===== src/rtl/fetch_unit.sv =====
// Fetch unit: instruction register, PC sequencing for conditional branches,
// register jumps and JAL, plus a saturating retired-commit counter.
module fetch_unit (
  input  logic        clk,
  input  logic        rst,
  input  logic        pcEn,
  input  logic        ir,
  input  logic [15:0] memData,
  input  logic [4:0]  flags,
  input  logic [15:0] rTarget,
  output logic [15:0] pcAddr,
  output logic [15:0] instruction,
  output logic [15:0] linkAddr,
  output logic        taken,
  output logic [15:0] retired
);

  logic [15:0] r_pc;
  logic [15:0] r_ir;
  logic [15:0] r_link;
  logic        r_taken;
  logic [15:0] r_retired;

  logic        w_flag_c, w_flag_l, w_flag_f, w_flag_z, w_flag_n;
  logic        w_cond;
  logic        w_is_bcond, w_is_jcond, w_is_jal;
  logic        w_redirect;
  logic [15:0] w_pc_inc;
  logic [15:0] w_pc_next;

  assign w_flag_c = flags[4];
  assign w_flag_l = flags[3];
  assign w_flag_f = flags[2];
  assign w_flag_z = flags[1];
  assign w_flag_n = flags[0];

  // Condition code evaluation from instruction[11:8]
  always_comb begin
    w_cond = 1'b0;
    case (r_ir[11:8])
      4'h0:    w_cond = w_flag_z;
      4'h1:    w_cond = ~w_flag_z;
      4'h2:    w_cond = w_flag_c;
      4'h3:    w_cond = ~w_flag_c;
      4'h4:    w_cond = w_flag_l;
      4'h5:    w_cond = ~w_flag_l;
      4'h6:    w_cond = w_flag_n;
      4'h7:    w_cond = ~w_flag_n;
      4'h8:    w_cond = w_flag_f;
      4'h9:    w_cond = ~w_flag_f;
      4'hA:    w_cond = ~w_flag_l & ~w_flag_z;
      4'hB:    w_cond = w_flag_l | w_flag_z;
      4'hC:    w_cond = ~w_flag_n & ~w_flag_z;
      4'hD:    w_cond = w_flag_n | w_flag_z;
      4'hE:    w_cond = 1'b1;
      default: w_cond = 1'b0;
    endcase
  end

  assign w_is_bcond = (r_ir[15:12] == 4'hC);
  assign w_is_jcond = (r_ir[15:12] == 4'h4) && (r_ir[7:4] == 4'hC);
  assign w_is_jal   = (r_ir[15:12] == 4'h4) && (r_ir[7:4] == 4'h8);
  assign w_pc_inc   = r_pc + 16'd1;

  // Next-PC select; arithmetic wraps modulo 2^16
  always_comb begin
    w_redirect = 1'b0;
    w_pc_next  = w_pc_inc;
    if (w_is_bcond && w_cond) begin
      w_redirect = 1'b1;
      w_pc_next  = r_pc + {{8{r_ir[7]}}, r_ir[7:0]};
    end else if ((w_is_jcond && w_cond) || w_is_jal) begin
      w_redirect = 1'b1;
      w_pc_next  = rTarget;
    end else begin
      w_redirect = 1'b0;
      w_pc_next  = w_pc_inc;
    end
  end

  // Architectural state: PC, IR, link register, taken pulse, commit counter
  always_ff @(posedge clk or posedge rst) begin
    if (rst) begin
      r_pc      <= 16'h0000;
      r_ir      <= 16'h0000;
      r_link    <= 16'h0000;
      r_taken   <= 1'b0;
      r_retired <= 16'h0000;
    end else begin
      if (ir) begin
        r_ir <= memData;
      end
      if (pcEn) begin
        r_pc    <= w_pc_next;
        r_taken <= w_redirect;
        if (w_is_jal) begin
          r_link <= w_pc_inc;
        end
        if (r_retired != 16'hFFFF) begin
          r_retired <= r_retired + 16'd1;
        end
      end else begin
        r_taken <= 1'b0;
      end
    end
  end

  assign pcAddr      = r_pc;
  assign instruction = r_ir;
  assign linkAddr    = r_link;
  assign taken       = r_taken;
  assign retired     = r_retired;

endmodule


===== config.mk =====
export PLATFORM = sky130hd
export DESIGN_NAME = fetch_unit
export DESIGN_NICKNAME = d
export VERILOG_FILES = /design/src/rtl/fetch_unit.sv
export SDC_FILE = /design/constraint.sdc
export NUM_CORES = 1
export LEC_CHECK = 0
export BUFFER_PORTS_ARGS = -buffer_cell sky130_fd_sc_hd__buf_4
export CAP_MARGIN = 20
export CORE_MARGIN = 10
export CORE_UTILIZATION = 35
export CTS_CLUSTER_DIAMETER = 200
export DETAILED_ROUTE_END_ITERATION = 8
export PLACE_DENSITY = 0.57
export SLEW_MARGIN = 10
export SYNTH_ARGS = -nofsm -noshare
export SYNTH_HDL_FRONTEND = slang
export SYNTH_SLANG_ARGS = --single-unit

===== constraint.sdc =====
create_clock -name clk -period 3.9 [get_ports clk]
set_clock_uncertainty 0.1 [all_clocks]
set_input_delay 0.39 -clock clk [delete_from_list [all_inputs] [get_ports clk]]
set_output_delay 0.39 -clock clk [all_outputs]
set_load 0.1 [all_outputs]

==> impl_metrics.json, run 1 <==
{
  "status": "finished clean",
  "min_period_ns": 2.89,
  "tns_ns": 0,
  "cap_violations": 0,
  "critPathLaunchType": "flop",
  "synth-seq-cells": 65,
  "critPathLaunch": "instruction[9]$_DFFE_PP0P_",
  "slew_violations": 0,
  "start_util_pct": 35.5,
  "async_flop_share_pct": 100,
  "grt_pass1_vias": 3652,
  "worst_pin_slew_ns": 0.901,
  "setup_violations": 0,
  "fill_cells": 1149,
  "syn2layout_area_growth_pct": 30.0,
  "viasPerCell": 5.17,
  "synth_cells": 417,
  "fp.dieArea_um2": 16200,
  "cts-htree-levels": 3,
  "final_util_pct": 46.2,
  "r2r_cells": 8,
  "hold_viol": 0,
  "rsz0062_at_grt": "false",
  "port_buffers": 105,
  "grt_max_degree": 34,
  "min_path_type": "primary input to asynchronous set/reset pin",
  "internal-power_uw": 1970,
  "reg2reg_slack_ns": 1.01,
  "dr.pass1.iters": 4,
  "synth_warnings": 0,
  "worstSetupPathType": "flop to flop",
  "cts_tree": "built",
  "routed_wl_mm": 11.1,
  "regToRegStartpoint": "instruction[9]$_DFFE_PP0P_",
  "final_nets": 581,
  "grt_usage_pct": 14.0,
  "fp.dieH_um": 127,
  "core_um2": 11300,
  "antenna_found_initial": 0,
  "leakagePower_uw": 0.00238,
  "fmax_ghz": 0.346,
  "cts.hold.buffers_added": 0,
  "seq_area_frac_synth_pct": 40.4,
  "synthFlopType": "dfrtp_1",
  "drc": 0,
  "synth_enable_flop_cells": 0,
  "clock_path_buffers": 2,
  "path_cells": "nand2b_1 > o21ai_1 > mux4_2 > a211oi_4 > buf_4 > mux2i_1 > nand2_1 > a22o_1",
  "critical_path_required_ns": 4.01,
  "diodes": 0,
  "syn_nets": 476,
  "cp_num_buf_inv": 1,
  "io_pins": 106,
  "finalCritPeriodShare_pct": 74.2,
  "drt_iter0_drc": 138,
  "setup_slack_ns": 1.01,
  "rr_endpoint": "pcAddr[1]$_DFFE_PP0P_",
  "max_slew_margin_pct": 39.9,
  "power.share.combinational_pct": 57.7,
  "p_seq_share_pct": 24.7,
  "cts.clk_slew.worst_paths_ns": 0.06,
  "vias": 3465,
  "dp_slack_ns": 0.992,
  "place_congestion": 0.883,
  "p_clk_share_pct": 17.6,
  "grt_pass1_wl_mm": 18.8,
  "cts_root_buffer": "clkbuf_16",
  "cts_setup_buffers": 0,
  "insertion_delay_ns": 0.33,
  "num_rows": 39,
  "yosysUniqueCellTypes": 60,
  "die_width_um": 127,
  "clock-sinks": 65,
  "drive_above_1_share_pct": 29.6,
  "switchingPower_uw": 2300,
  "arrival_ns": 3.01,
  "netlist_area_um2": 4020,
  "wire_per_inst_um": 16.6,
  "cp_slowest_cell": "a211oi_4",
  "dpl.hpwl_mm": 8.68,
  "ant_nets": 0,
  "cts_made_buffers": 9,
  "cp-end-kind": "flop",
  "power.density_nw_per_um2": 817,
  "ctsResizeCount": 0,
  "swShare_pct": 53.8,
  "max_stage_delay_ns": 0.70,
  "grt.overflow.total": 0,
  "crit_family": "compound AO/OA/AOI/OAI gates",
  "crit_fanout": 15,
  "ir_drop_mv": 0.735,
  "avgSynthCellArea_um2": 9.65
}
-- synthesized netlist by cell type (all sizes together) (2+ instances only) --
master	count	share of area, %
nand2b	9	1.4
or3	2	0.31
nand4b	2	0.44
inv	19	1.8
a21o	3	0.56
buf	3	0.53
nand2	47	4.4
o21a	5	0.93
a211oi	5	1.2
nand4	7	1.1
o22a	2	0.44
nor2	28	2.6
nor4	3	0.47
and3	7	1.1
o211ai	8	1.6
dfrtp	65	40
or3b	2	0.44
nor3	5	0.62
o31ai	3	0.56
nor3b	2	0.37
mux2	25	7.0
nor4b	2	0.44
a31oi	8	1.2
o21ai	22	2.7
clkbuf	11	1.0
nand3	16	2.0
a21oi	16	2.0
o31a	2	0.44
xor2	15	3.3
ha	17	5.3
mux2i	10	2.5
xnor2	24	5.2
-- metal layers --
layer,wire (µm),vias to the layer above,global-route usage (%)
li1,-,1710,-
met5,0,-,0
met2,5200,88,22.3
met3,701,9,3.56
met1,5110,1658,17.8
met4,137,0,5.22
-- flip-flops by register name, indices dropped and copies added (netlist names) --
name         count
pcAddr          16
retired         16
linkAddr        16
taken            1
instruction     16
-- per-stage QoR --
step / hold WS, ns / cell area, µm² / power, µW / cells
detailed placement: 0.374 / 4950 / 3550 / 654
CTS: 0.114 / 5230 / 4320 / 670
floorplan: 0.411 / 4020 / 2980 / 417
global placement: 0.365 / 4950 / 3520 / 654
finish: 0.0933 / 5230 / 4280 / 670
global route: 0.145 / 5230 / 4530 / 670
-- cell families after synthesis --
| family | Yosys count | synth area share (%) |
|---|---|---|
| AND/OR/NAND/NOR | 141 | 17.4 |
| XOR/XNOR | 39 | 8.49 |
| AO/OA/AOI/OAI | 85 | 14.5 |
| buffers and inverters | 33 | 3.33 |
| flip-flops | 65 | 40.4 |
| adder cells (fa/ha/maj) | 18 | 5.78 |
| multiplexers | 36 | 10.0 |
-- worst register-to-register path, delay by kind of cell (launching register included) --
kind | cells | cell delay, ns
AO/OA/AOI/OAI | 3 | 0.98
AND/OR/NAND/NOR | 2 | 0.23
buffers and inverters | 1 | 0.29
multiplexers | 2 | 0.72
flip-flops | 1 | 0.47
-- placed cells by master, fill, tap and decap left out, drive strengths merged, types with 5 or more instances in the layout --
master  instances
clkbuf         10
a21oi          16
xnor2          24
a211oi          5
nand2b          9
nand2          47
o21a            5
mux2           25
o21ai          22
nor3            5
buf           108
nand4           7
and3            7
o211ai          8
mux2i          10
nor2           28
dfrtp          65
ha             17
inv            20
nand3          16
a31oi           8
xor2           15
-- power groups by stage --
stage / logic (µW) / clock network, µW / registers, µW
final: 2470 / 752 / 1060
after global routing: 2640 / 803 / 1090
after CTS: 2480 / 776 / 1060
after detailed placement: 2480 / 0 / 1070
after global placement: 2450 / 0 / 1060
after floorplan: 882 / 0 / 2100
-- layout make-up --
type / count / area, µm² / area share (%)
clock inverters: 6 / 42.5 / 0.813
clock buffers: 10 / 239 / 4.57
well taps: 143 / 179 / 3.42
multi-input cells: 319 / 2260 / 43.3
flip-flops and latches: 65 / 1630 / 31.1
repair buffers: 108 / 811 / 15.5
inverters: 19 / 71.3 / 1.36
-- worst max path at each step --
stage                                         to  slack (ns)  depth (start not counted)
final                      pcAddr[1]$_DFFE_PP0P_        1.01                          8
after global routing      pcAddr[15]$_DFFE_PP0P_        0.71                          8
after CTS                 pcAddr[15]$_DFFE_PP0P_        0.99                          8
after detailed placement  pcAddr[15]$_DFFE_PP0P_        0.99                          8
after global placement    pcAddr[15]$_DFFE_PP0P_        1.01                          8
after floorplan           pcAddr[14]$_DFFE_PP0P_        0.69                         10
Note: power is estimated with default switching activity, not from simulation.
==> inputs of run 2 (changes only) <==
--- a/config.mk
+++ b/config.mk
@@ -5,13 +5,14 @@
 export SDC_FILE = /design/constraint.sdc
 export NUM_CORES = 1
 export LEC_CHECK = 0
+export ABC_AREA = 1
 export BUFFER_PORTS_ARGS = -buffer_cell sky130_fd_sc_hd__buf_4
 export CAP_MARGIN = 20
 export CORE_MARGIN = 10
 export CORE_UTILIZATION = 35
 export CTS_CLUSTER_DIAMETER = 200
 export DETAILED_ROUTE_END_ITERATION = 8
-export PLACE_DENSITY = 0.57
+export PLACE_DENSITY = 0.56
 export SLEW_MARGIN = 10
 export SYNTH_ARGS = -nofsm -noshare
 export SYNTH_HDL_FRONTEND = slang
==> constraint.sdc (replaced) <==
create_clock -name clk -period 2.8 [get_ports clk]
set_clock_uncertainty 0.1 [all_clocks]
set_input_delay 0.28 -clock clk [delete_from_list [all_inputs] [get_ports clk]]
set_output_delay 0.28 -clock clk [all_outputs]
set_load 0.1 [all_outputs]
==> impl_metrics.json, run 2 <==
{
  "cp_slowest_cell": "dfrtp_1",
  "cp-end-kind": "flop",
  "synth_most_common_cell": "nand2_1",
  "diodes": 0,
  "crit_fanout": 7,
  "synthTopCellsByArea": "dfrtp_1 (37%), nand2_1 (13%), nand3_1 (7.0%)",
  "drt_iter0_drc": 169,
  "path_cells": "ha_1 > inv_1 > fa_1 > inv_1 > nand3_1 > nand2_1 > nand4_1 > nand3_1 > xor2_1 > nand2_1 > nand2_1 > inv_1 > a21oi_1",
  "max_slew_margin_pct": 58.8,
  "drc": 0,
  "grt_pass1_wl_mm": 21.5,
  "grt_pass1_vias": 4267,
  "slew_violations": 0,
  "synth_commonest_cells": "nand2_1 (152), inv_1 (72), dfrtp_1 (65)",
  "ctsResizeCount": 0,
  "dr.pass1.iters": 4,
  "grt.overflow.total": 0,
  "worstSetupPathType": "flop to flop",
  "leakagePower_uw": 0.00297,
  "cts_made_buffers": 9,
  "syn_nets": 645,
  "num_rows": 40,
  "synth_enable_flop_cells": 0,
  "synth_top_area_cell": "dfrtp_1",
  "core_um2": 12200,
  "clock_path_buffers": 2,
  "fmax_ghz": 0.421,
  "place_congestion": 0.915,
  "cts-htree-levels": 3,
  "p_total_uw": 5590,
  "routed_wl_mm": 12.7,
  "setup_slack_ns": 0.423,
  "avgSynthCellArea_um2": 7.52,
  "tns_ns": 0,
  "grt_max_degree": 40,
  "synth_warnings": 0,
  "synth-seq-cells": 65,
  "seq_area_frac_synth_pct": 36.9,
  "netlist.area_leader.share_pct": 36.9,
  "critPathLaunch": "pcAddr[0]$_DFFE_PP0P_",
  "cts_setup_buffers": 0,
  "mostFrequentLayoutCell": "nand2_1",
  "antenna_found_initial": 0,
  "grt_usage_pct": 14.8,
  "fp.dieArea_um2": 17500,
  "max_stage_delay_ns": 0.48,
  "synthFlopType": "dfrtp_1",
  "regToRegStartpoint": "pcAddr[0]$_DFFE_PP0P_",
  "critPathLaunchType": "flop",
  "cp-endpoint": "pcAddr[12]$_DFFE_PP0P_",
  "r2r_cells": 13,
  "cts_tree": "built",
  "ir_drop_mv": 1.15,
  "min_path_type": "primary input to flop",
  "cts_root_buffer": "clkbuf_16",
  "vias": 4052,
  "port_buffers": 105,
  "critical_path_required_ns": 2.96,
  "drive_above_1_share_pct": 23.6,
  "fill_cells": 1271,
  "setup_violations": 0,
  "dpl.hpwl_mm": 10.1,
  "reg2reg_slack_ns": 0.42,
  "viasPerCell": 4.69,
  "min_period_ns": 2.38,
  "final_nets": 750,
  "clock-sinks": 65,
  "start_util_pct": 36.2,
  "status": "finished clean",
  "finalCritPeriodShare_pct": 84.9,
  "ant_nets": 0,
  "wire_per_inst_um": 14.7,
  "io_pins": 106,
  "cap_violations": 0,
  "power.density_nw_per_um2": 995,
  "fp.dieH_um": 132,
  "final_cell_mix": "nand2_1 (152), buf_4 (107), inv_1 (71), dfrtp_1 (65), nand3_1 (62)",
  "dp_slack_ns": 0.458,
  "syn2layout_area_growth_pct": 27.5,
  "cts.clk_slew.worst_paths_ns": 0.06,
  "async_flop_share_pct": 100,
  "arrival_ns": 2.53,
  "rr_endpoint": "pcAddr[12]$_DFFE_PP0P_",
  "die_width_um": 132,
  "hold_viol": 0,
  "netlist_area_um2": 4410,
  "hold_ws_ns": 0.0504,
  "insertion_delay_ns": 0.33,
  "yosysUniqueCellTypes": 35,
  "worst_pin_slew_ns": 0.617,
  "rsz0062_at_grt": "false",
  "synth_cells": 586
}
-- run 2: cell types whose count changed in the layout (fill, tap and decap cells not counted), sizes merged, moves of 11 or more --
cell and delta:
xor2 +13, nand2 +112, mux2 -15, nor2 +19, inv +59, o21ai +11
nand3 +47
-- run 2: layer usage --
layer	routed length, µm	GRT usage, %
met1	6120	19.1
met2	5830	24.2
met3	661	3.43
met4	110	4.34
met5	0	0
-- run 2: cell families after synthesis --
kind of cell	count (synthesis)	synth area share [%]
buffers and inverters	94	8.95
AO/OA/AOI/OAI	62	8.07
XOR/XNOR	42	8.35
flip-flops	65	36.9
AND/OR/NAND/NOR	295	29.9
multiplexers	10	2.56
adder cells (fa/ha/maj)	18	5.28
-- run 2: worst min path at each step --
| stage | cells past startpoint | start | to | slack (ns) |
|---|---|---|---|---|
| floorplan | 2 | memData[10] | instruction[10]$_DFFE_PP0P_ | 0.30 |
| global placement | 2 | rst | retired[15]$_DFFE_PP0P_ | 0.31 |
| detailed placement | 2 | rst | retired[15]$_DFFE_PP0P_ | 0.31 |
| CTS | 3 | memData[10] | instruction[10]$_DFFE_PP0P_ | 0.04 |
| global route | 3 | memData[10] | instruction[10]$_DFFE_PP0P_ | 0.06 |
| finish | 3 | memData[10] | instruction[10]$_DFFE_PP0P_ | 0.05 |
-- run 2: critical path, delay by kind of cell, from the launching register on --
| family | cells | cell delay (ns) |
|---|---|---|
| buffers and inverters | 3 | 0.21 |
| XOR/XNOR | 1 | 0.20 |
| AND/OR/NAND/NOR | 6 | 0.56 |
| adder cells (fa/ha/maj) | 2 | 0.63 |
| AO/OA/AOI/OAI | 1 | 0.14 |
| flip-flops | 1 | 0.48 |
-- run 2: area by class of cell --
type / count / area, µm² / share of cell area, %
multi-input cells: 427 / 2380 / 42.5
inverters: 79 / 299 / 5.32
clock inverters: 7 / 37.5 / 0.668
well taps: 168 / 210 / 3.74
clock buffers: 9 / 225 / 4.01
flip-flops and latches: 65 / 1630 / 29.0
repair buffers: 109 / 833 / 14.8
-- run 2: what timing repair did --
item,CTS,global route
setup endpoints to repair,0,0
hold buffers,1,0
hold endpoints to repair,26,0
-- run 2: stage by stage --
step           instances  cell area [µm²]  util [%]
6_report             864             5620      46.2
5_1_grt              864             5620      46.2
4_1_cts              864             5620      46.2
3_5_place_dp         847             5340      43.9
3_3_place_gp         847             5340      43.9
2_1_floorplan        586             4410         -
-- run 2: power breakdown --
group	leakage [µW]	switching (µW)	total, µW	internal [µW]
clock	0.000135	417	1000	588
sequential	0.000796	312	1430	1120
combinational	0.00204	2320	3150	835
total	0.00297	3050	5590	2540
==> inputs of run 3 (changes only) <==
--- a/config.mk
+++ b/config.mk
@@ -12,7 +12,7 @@
 export CORE_UTILIZATION = 35
 export CTS_CLUSTER_DIAMETER = 200
 export DETAILED_ROUTE_END_ITERATION = 8
-export PLACE_DENSITY = 0.56
+export PLACE_DENSITY = 0.58
 export SLEW_MARGIN = 10
 export SYNTH_ARGS = -nofsm -noshare
 export SYNTH_HDL_FRONTEND = slang
==> constraint.sdc (replaced) <==
create_clock -name clk -period 2 [get_ports clk]
set_clock_uncertainty 0.1 [all_clocks]
set_input_delay 0.2 -clock clk [delete_from_list [all_inputs] [get_ports clk]]
set_output_delay 0.2 -clock clk [all_outputs]
set_load 0.1 [all_outputs]
==> impl_metrics.json, run 3 (synthesized netlist as in run 2, its figures left out) <==
{
  "status": "finished, violations left",
  "violations": "setup timing",
  "mostFrequentLayoutCell": "buf_4",
  "cts_tree": "built",
  "rr_endpoint": "pcAddr[6]$_DFFE_PP0P_",
  "rsz0062_at_grt": "true",
  "wire_per_inst_um": 15.4,
  "grt_pass1_wl_mm": 22.9,
  "crit_fanout": 3,
  "leakagePower_uw": 0.00338,
  "grt_max_degree": 33,
  "fill_cells": 1116,
  "r2r_cells": 14,
  "final_nets": 828,
  "final_util_pct": 56.1,
  "diodes": 0,
  "hold_viol": 0,
  "arrival_ns": 2.24,
  "antenna_found_initial": 0,
  "ant_nets": 0,
  "routed_wl_mm": 14.6,
  "syn2layout_area_growth_pct": 54.8,
  "start_util_pct": 36.2,
  "cts.clk_slew.worst_paths_ns": 0.06,
  "hold_depth": 5,
  "die_width_um": 132,
  "finalCritPeriodShare_pct": 104,
  "cap_violations": 0,
  "drc": 0,
  "dpl.hpwl_mm": 11.1,
  "fp.dieH_um": 132,
  "fp.dieArea_um2": 17500,
  "switchingPower_uw": 4730,
  "power.share.combinational_pct": 62.3,
  "min_path_type": "primary input to flop",
  "tns_ns": -0.132,
  "cts_made_buffers": 9,
  "insertion_delay_ns": 0.34,
  "regToRegStartpoint": "pcAddr[0]$_DFFE_PP0P_",
  "max_stage_delay_ns": 0.41,
  "core_um2": 12200,
  "worstSetupPathType": "flop to flop",
  "slew_violations": 0,
  "viasPerCell": 4.85,
  "p_clk_share_pct": 15.8,
  "fmax_ghz": 0.483,
  "final_cell_mix": "buf_4 (160), nand2_1 (140), inv_1 (65), nand3_1 (45), dfrtp_2 (44)",
  "internal-power_uw": 4270,
  "critPathLaunchType": "flop",
  "path_cells": "ha_4 > inv_2 > fa_2 > inv_2 > nand3_2 > nand2_2 > nand2_2 > nand2_2 > buf_4 > xor2_1 > nand2_1 > nand2_1 > inv_2 > a21oi_2",
  "cts_root_buffer": "clkbuf_16",
  "grt_usage_pct": 16.0,
  "worst_pin_slew_ns": 0.377,
  "max_slew_margin_pct": 74.8,
  "dr.pass1.iters": 5,
  "port_buffers": 105,
  "drt_iter0_drc": 288,
  "reg2reg_slack_ns": -0.07,
  "hold_end": "pcAddr[1]$_DFFE_PP0P_",
  "cp_slowest_cell": "dfrtp_2",
  "cts-htree-levels": 3,
  "num_rows": 40,
  "ir_drop_mv": 1.44,
  "io_pins": 106,
  "p_seq_share_pct": 21.9,
  "swShare_pct": 52.5,
  "cp-end-kind": "flop",
  "holdCritStartpoint": "rTarget[1]",
  "grt_pass1_vias": 4621,
  "place_congestion": 0.896,
  "cp_num_buf_inv": 4,
  "power.density_nw_per_um2": 1320,
  "clock-sinks": 65,
  "min_period_ns": 2.07,
  "clock_path_buffers": 2,
  "critical_path_required_ns": 2.17,
  "setup_violations": 3,
  "setup_slack_ns": -0.0720,
  "drive_above_1_share_pct": 44.8,
  "crit_family": "adder cells",
  "vias": 4572,
  "grt.overflow.total": 0
}
## run 3: cell count changes in the layout (fill, tap and decap cells not counted), sizes merged
cell         before  now
clkinvlp          1    2
dlygate4sd3       1   17
clkbuf            9   11
clkinv            6    4
buf             108  168
nand2           159  160
## run 3: worst reg2reg max path: stages, from the launching register on
cell and delay, ns:
dfrtp_2 0.41, ha_4 0.15, inv_2 0.04, fa_2 0.35, inv_2 0.08, nand3_2 0.06
nand2_2 0.10, nand2_2 0.05, nand2_2 0.09, buf_4 0.12, xor2_1 0.16, nand2_1 0.08
nand2_1 0.07, inv_2 0.04, a21oi_2 0.11
## run 3: final cells by class
class                   instances  area (µm²)  share of cell area [%]
clock inverters                 6        35.0                   0.514
repair buffers                186        1510                    22.2
multi-input cells             428        2850                    41.7
well taps                     168         210                    3.08
flip-flops and latches         65        1680                    24.7
inverters                      79         307                    4.50
clock buffers                  10         229                    3.36
## run 3: per-stage QoR
step                      setup slack (ns)  total power [µW]  hold WS (ns)  instance area (µm²)  instances
after CTS                          -0.0134              8640         0.100                 6480        932
after global routing                -0.169              9500         0.124                 6820        942
after detailed placement           -0.0634              7020         0.108                 5870        889
after global placement            -0.00751              6970         0.108                 5870        889
final                              -0.0720              9000         0.112                 6820        942
after floorplan                     -0.313              5590         0.221                 4610        586
## run 3: how the worst max path moves through the flow
stage	startpoint	to	depth (start not counted)
after floorplan	pcAddr[0]$_DFFE_PP0P_	pcAddr[14]$_DFFE_PP0P_	15
after global placement	pcAddr[0]$_DFFE_PP0P_	pcAddr[14]$_DFFE_PP0P_	15
after detailed placement	instruction[7]$_DFFE_PP0P_	pcAddr[13]$_DFFE_PP0P_	12
after CTS	pcAddr[0]$_DFFE_PP0P_	pcAddr[12]$_DFFE_PP0P_	12
after global routing	pcAddr[0]$_DFFE_PP0P_	pcAddr[14]$_DFFE_PP0P_	12
final	pcAddr[0]$_DFFE_PP0P_	pcAddr[6]$_DFFE_PP0P_	14
## run 3: power groups by stage
stage | Sequential, µW | Combinational (µW) | Clock (µW)
2_1_floorplan | 3780 | 1810 | 0
3_3_place_gp | 1950 | 5020 | 0
3_5_place_dp | 1960 | 5060 | 0
4_1_cts | 1950 | 5230 | 1460
5_1_grt | 2000 | 5980 | 1510
6_report | 1970 | 5600 | 1420
## run 3: routing by layer
layer,track usage [%],routed length [µm],part of all wire (%),up-vias
met1,20.3,6530,45,2175
met4,4.95,184,1.3,0
met2,25.8,6830,47,142
met5,0,0,0,-
met3,4.31,1010,6.9,14
li1,-,-,-,2241
## run 3: repair_timing
action / in CTS / in global routing
pin swaps: 11 / 27
endpoints found under the hold margin: 31 / 0
resized for setup: 15 / 60
setup endpoints to repair: 11 / 15
hold buffers: 17 / 0
buffers inserted: 10 / 9
cloned: 0 / 1
